==> src/rtl/lr_arbiter.sv <==
// Local-RAM arbiter: round-robin access for two masters, read-data return
// routing, and a zero-fill engine that sweeps every RAM word.
module lr_arbiter #(
   parameter int          AW   = 12,
   parameter logic [31:0] FILL = 32'h0000_0000
) (
   input  logic          clk,
   input  logic          reset,
   input  logic          m0_req,
   input  logic [AW-1:0] m0_addr,
   input  logic [3:0]    m0_we,
   input  logic [31:0]   m0_wdata,
   output logic          m0_gnt,
   output logic          m0_rvalid,
   output logic [31:0]   m0_rdata,
   input  logic          m1_req,
   input  logic [AW-1:0] m1_addr,
   input  logic [3:0]    m1_we,
   input  logic [31:0]   m1_wdata,
   output logic          m1_gnt,
   output logic          m1_rvalid,
   output logic [31:0]   m1_rdata,
   input  logic          clr_start,
   output logic          clr_busy,
   output logic [AW-1:0] ram_addr,
   output logic [31:0]   ram_din,
   output logic [3:0]    ram_we,
   output logic          ram_en,
   input  logic [31:0]   ram_dout
);

   // Handshake: a master holds req/addr/we/wdata until gnt is seen high in a
   // cycle; that cycle is the RAM access, and read data follows one cycle later.

   typedef enum logic {
      ST_IDLE  = 1'b0,
      ST_CLEAR = 1'b1
   } state_e;

   state_e        state_q, state_d;
   logic [AW-1:0] cnt_q, cnt_d;
   logic          last_q, last_d;   // 1: m1 was granted most recently
   logic          rd0_q, rd0_d;
   logic          rd1_q, rd1_d;
   logic          arb_ok;
   logic          gnt0, gnt1;

   // Arbitration only runs in IDLE and yields to a clear command.
   always_comb begin
      arb_ok = !reset && (state_q == ST_IDLE) && !clr_start;
      gnt0   = 1'b0;
      gnt1   = 1'b0;
      if (arb_ok) begin
         if (m0_req && m1_req) begin
            if (last_q) gnt0 = 1'b1;
            else        gnt1 = 1'b1;
         end else if (m0_req) begin
            gnt0 = 1'b1;
         end else if (m1_req) begin
            gnt1 = 1'b1;
         end
      end
   end

   always_comb begin
      ram_en   = 1'b0;
      ram_we   = 4'h0;
      ram_addr = '0;
      ram_din  = 32'h0;
      if (!reset) begin
         if (state_q == ST_CLEAR) begin
            ram_en   = 1'b1;
            ram_we   = 4'hF;
            ram_addr = cnt_q;
            ram_din  = FILL;
         end else if (gnt0) begin
            ram_en   = 1'b1;
            ram_we   = m0_we;
            ram_addr = m0_addr;
            ram_din  = m0_wdata;
         end else if (gnt1) begin
            ram_en   = 1'b1;
            ram_we   = m1_we;
            ram_addr = m1_addr;
            ram_din  = m1_wdata;
         end
      end
   end

   always_comb begin
      state_d = state_q;
      cnt_d   = cnt_q;
      last_d  = last_q;
      rd0_d   = gnt0 && (m0_we == 4'h0);
      rd1_d   = gnt1 && (m1_we == 4'h0);
      if (gnt0) last_d = 1'b0;
      if (gnt1) last_d = 1'b1;
      case (state_q)
         ST_IDLE: begin
            if (clr_start) begin
               state_d = ST_CLEAR;
               cnt_d   = '0;
            end
         end
         ST_CLEAR: begin
            // Counter wraps to 0 on the last word, ready for the next sweep.
            cnt_d = cnt_q + 1'b1;
            if (cnt_q == {AW{1'b1}}) state_d = ST_IDLE;
         end
         default: state_d = ST_IDLE;
      endcase
   end

   always_ff @(posedge clk) begin
      if (reset) begin
         state_q <= ST_IDLE;
         cnt_q   <= '0;
         last_q  <= 1'b1;
         rd0_q   <= 1'b0;
         rd1_q   <= 1'b0;
      end else begin
         state_q <= state_d;
         cnt_q   <= cnt_d;
         last_q  <= last_d;
         rd0_q   <= rd0_d;
         rd1_q   <= rd1_d;
      end
   end

   assign m0_gnt    = gnt0;
   assign m1_gnt    = gnt1;
   assign m0_rvalid = rd0_q;
   assign m1_rvalid = rd1_q;
   assign m0_rdata  = ram_dout;
   assign m1_rdata  = ram_dout;
   assign clr_busy  = (state_q == ST_CLEAR);

endmodule

==> config.mk <==
export PLATFORM = sky130hd
export DESIGN_NAME = lr_arbiter
export DESIGN_NICKNAME = d
export VERILOG_FILES = /design/src/rtl/lr_arbiter.sv
export SDC_FILE = /design/constraint.sdc
export NUM_CORES = 1
export LEC_CHECK = 0
export ABC_AREA = 1
export CELL_PAD_IN_SITES_DETAIL_PLACEMENT = 1
export CELL_PAD_IN_SITES_GLOBAL_PLACEMENT = 1
export CORE_MARGIN = 3
export CORE_UTILIZATION = 15
export DETAILED_ROUTE_END_ITERATION = 6
export GPL_ROUTABILITY_DRIVEN = 1
export PLACE_DENSITY = 0.88
export SLEW_MARGIN = 40
export SYNTH_ARGS = -nofsm -noshare
export SYNTH_HDL_FRONTEND = slang
export SYNTH_SLANG_ARGS = --single-unit
export TNS_END_PERCENT = 1
==> constraint.sdc <==
create_clock -name clk -period 2 [get_ports clk]
set_input_delay 0.4 -clock clk [delete_from_list [all_inputs] [get_ports clk]]
set_output_delay 0.4 -clock clk [all_outputs]
set_load 0.1 [all_outputs]
==> summary.md <==
| Metric | Value |
|---|---|
| Crit path setup slack, layout | -0.201 ns |
| Final Routed Wirelength | between 10 and 15 mm |
| Fill count | between 1000 and 1500 |
| Fraction of synthesis flops using an asynchronous set or reset pin | 0 |
| Count of unique library cells instantiated by Yosys | 26 |
| Hold/Removal Path Class | flip-flop to flip-flop |
| Overall routing resource usage | 0.148 |
| Iteration count of the initial detailed-routing pass | 4 |
| Arrival time of the worst setup path | 1.80 ns |
| Number of buffers inserted during clock tree synthesis | 3 |
| IO Pins | 251 |
| Nets@finish | 605 |
| Die width | between 100 and 150 um |
| Area leader, netlist | sky130_fd_sc_hd__buf_4 |
| Clock slew seen by the registers of the worst setup and hold paths | approximately 0.05 ns |
| Syn Nets | 475 |
| Start-to-end type of the worst setup path | input pin to primary output |
| Detailed-route via count | 2744 |
| Unrepaired setup endpoints after global routing | yes |
| Number of clock sinks seen by CTS | 16 |
| DRC viols | 0 |
| Final Setup Violations | 50 |
| Post-route minimum period | 2.20 ns |
| Count of state elements after synthesis | 16 |
| Outcome | complete, but fails checks |
| Synth top cells by count | sky130_fd_sc_hd__nand2_1 (127), sky130_fd_sc_hd__buf_4 (70), sky130_fd_sc_hd__inv_1 (26) |
| Final hold slack | 0.501 ns |
| Share of the yosys chip area belonging to registers | 0.157 |
| Leakage power | 1.98 nW |
| Die extent in y | 122 um |
| Count of final hold-check violations | 0 |
| Worst voltage drop across the vdd grid | 0.000220 V |
| Element type at the critical path end | primary output |
| Total power per unit cell area | 389 nW/um^2 |
| Final setup skew | around 0.0024 ns |
| Row count | 41 |
| Total power | 1.82 mW |
| Detailed router's first-iteration violation count | 70 |
| Wire length of the first global-routing pass | approximately 17 mm |
| Ratio of cells with drive above 1 in the final layout | 0.377 |
| Synth-to-layout area growth | 130% |
| Clock network latency to the later pin of the worst-skew pair | between 0.2 and 0.3 ns |
| H-Tree Level Count | 1 |
| Remaining global-route overflow | 0 |
| HPWL after detailed placement | 8.57 mm |
| Peak fanout along the critical path | 5 |
| Vias per cell | approximately 4.3 |
| Die area | 15000 um^2 |
| Detail-routed net length per standard cell | 19.0 um |
| Pre-CTS WS | -0.541 ns |
| Most instantiated flip-flop cell in the synthesis netlist | sky130_fd_sc_hd__dfxtp_1 |
| Transition time at the pin with the least slew margin | 0.323 ns |
| Fraction of synthesized cell area taken by the top area cell type | 0.258 |
| Floorplan core area | 12900 um^2 |
| Area of the mapped netlist | 2030 um^2 |
| Synth Area per Inst | between 5 and 6 um^2 |
| Number of enable-type register cells in the synthesized netlist | 0 |
| Clock root buffer master | sky130_fd_sc_hd__clkbuf_16 |
| Routability-driven placement congestion ratio | roughly 0.80 |
| Post-CTS Hold Fix Bufs | 0 |
| Pins over their slew limit | 0 |
| Area taken by multi-input logic gates | 1250 um^2 |
| Vias in the first global route | ~3100 |
| Count of input and output buffers | 154 |
| Post-Synthesis Cells | 341 |
| Final antenna-violating net count | 0 |
| Max-cap violation count | 0 |
| Largest net degree at the start of global routing | 16 |
| Antenna Diode Count | 0 |
| Violated checks | setup timing |
| Leading post-synthesis cells by cell area | sky130_fd_sc_hd__buf_4 (26%), sky130_fd_sc_hd__nand2_1 (23%), sky130_fd_sc_hd__dfxtp_1 (16%), sky130_fd_sc_hd__a22o_1 (5.2%), sky130_fd_sc_hd__inv_1 (4.8%) |
| Clock tree from TritonCTS | yes |
| Maximum root-to-sink buffer count | 2 |
| Final critical-path share of the clock period | 1.10 |
| Initial standard-cell utilization of the core | 0.157 |
| Layout Utilization | 0.361 |
| Initial antenna violation count | 0 |
| Slew headroom | 0.783 |
| Critical path launch point type | input pin |
| Number of warnings reported in the yosys synthesis log | 0 |
| WP data required | 1.60 ns |
| Most used standard cell by instance count after synthesis | sky130_fd_sc_hd__nand2_1 |
| FF+latch area | 325 um^2 |
| Maximum clock frequency | 0.454 GHz |
[worst paths after layout]
check                         startpoint                      to  slack (ns)  depth (start not counted)
hold reg to reg   cnt_q[10]$_SDFFE_PP0P_  cnt_q[10]$_SDFFE_PP0P_        0.50                          2
hold / removal    cnt_q[10]$_SDFFE_PP0P_  cnt_q[10]$_SDFFE_PP0P_        0.50                          2
setup / recovery                  m0_req               ram_we[3]       -0.20                          9
setup reg to reg     clr_busy$_SDFF_PP0_   cnt_q[8]$_SDFFE_PP0P_        0.22                          9
[placed cells by master, fill, tap and decap left out, types with 2 or more instances in the layout]
| cell type | instances |
|---|---|
| sky130_fd_sc_hd__a22o_4 | 10 |
| sky130_fd_sc_hd__buf_4 | 28 |
| sky130_fd_sc_hd__nor3_1 | 4 |
| sky130_fd_sc_hd__nand3_1 | 14 |
| sky130_fd_sc_hd__clkbuf_16 | 5 |
| sky130_fd_sc_hd__buf_8 | 2 |
| sky130_fd_sc_hd__a21boi_4 | 2 |
| sky130_fd_sc_hd__buf_2 | 3 |
| sky130_fd_sc_hd__nand3_2 | 3 |
| sky130_fd_sc_hd__inv_2 | 12 |
| sky130_fd_sc_hd__nand2_1 | 96 |
| sky130_fd_sc_hd__o21ai_0 | 5 |
| sky130_fd_sc_hd__dfxtp_1 | 14 |
| sky130_fd_sc_hd__clkdlybuf4s50_1 | 96 |
| sky130_fd_sc_hd__a21oi_1 | 10 |
| sky130_fd_sc_hd__buf_16 | 6 |
| sky130_fd_sc_hd__inv_1 | 14 |
| sky130_fd_sc_hd__buf_6 | 6 |
| sky130_fd_sc_hd__o211ai_1 | 9 |
| sky130_fd_sc_hd__a22o_1 | 2 |
| sky130_fd_sc_hd__buf_12 | 58 |
| sky130_fd_sc_hd__nand4_1 | 2 |
| sky130_fd_sc_hd__nand2_2 | 32 |
| sky130_fd_sc_hd__nor2_1 | 19 |
| sky130_fd_sc_hd__nor3b_1 | 2 |
| sky130_fd_sc_hd__nand2_4 | 2 |
[power breakdown]
| part | internal, mW | switching (mW) |
|---|---|---|
| Sequential | 0.335 | 0.0156 |
| Clock | 0.304 | 0.143 |
| Combinational | 0.468 | 0.553 |
[registers in the layout (all words and copies together), names as in the netlist]
register / count
m0_rvalid: 1
cnt_q: 12
m1_rvalid: 1
clr_busy: 1
last_q: 1
[critical path, stage by stage]
cell and delay, ns:
sky130_fd_sc_hd__clkdlybuf4s15_2 0.21, sky130_fd_sc_hd__a21boi_4 0.20, sky130_fd_sc_hd__nand2_2 0.10, sky130_fd_sc_hd__buf_4 0.15
sky130_fd_sc_hd__buf_4 0.15, sky130_fd_sc_hd__nor2_1 0.15, sky130_fd_sc_hd__o21ai_1 0.12, sky130_fd_sc_hd__inv_1 0.13
sky130_fd_sc_hd__buf_12 0.19
[through the flow]
| step | std cells | setup TNS [ns] | instance area, um^2 |
|---|---|---|---|
| after floorplan | 341 | -24.57 | 2060 |
| after global placement | 613 | -18.64 | 3940 |
| after detailed placement | 613 | -21.69 | 3940 |
| after CTS | 634 | -4.28 | 4530 |
| after global routing | 642 | -8.79 | 4670 |
| final | 642 | -4.82 | 4670 |
[cell families (layout without fill, tap and decap cells)]
| kind of cell | Yosys count | in the layout | share of synthesized area |
|---|---|---|---|
| AO/OA/AOI/OAI | 41 | 41 | 0.140 |
| adder cells (fa/ha/maj) | 1 | 1 | 0.00615 |
| buffers and inverters | 106 | 235 | 0.338 |
| flip-flops | 16 | 16 | 0.157 |
| AND/OR/NAND/NOR | 177 | 177 | 0.358 |
[timing repair]
item,4_1_cts,5_1_grt
gates cloned,7,0
hold endpoints to repair,0,0
pin swaps,16,9
endpoints found under the setup margin,51,51
buffers inserted,10,10
gates resized for setup,82,20
[routing by layer]
layer,vias to the layer above,part of all wire,track usage,wire (um)
li1,1275,-,-,-
met1,1302,0.35,0.143,4320
met2,153,0.54,0.298,6570
met3,14,0.092,0.0535,1120
met4,0,0.018,0.0301,224
met5,-,0,0,0
[layout make-up]
cell class | count | share of cell area
Clock buffer | 4 | 0.0190
Inverter | 29 | 0.0260
Multi-Input combinational cell | 219 | 0.268
Sequential cell | 16 | 0.0696
Tap cell | 172 | 0.0461
Timing Repair Buffer | 202 | 0.572
Power figures use the tool's default switching activity.
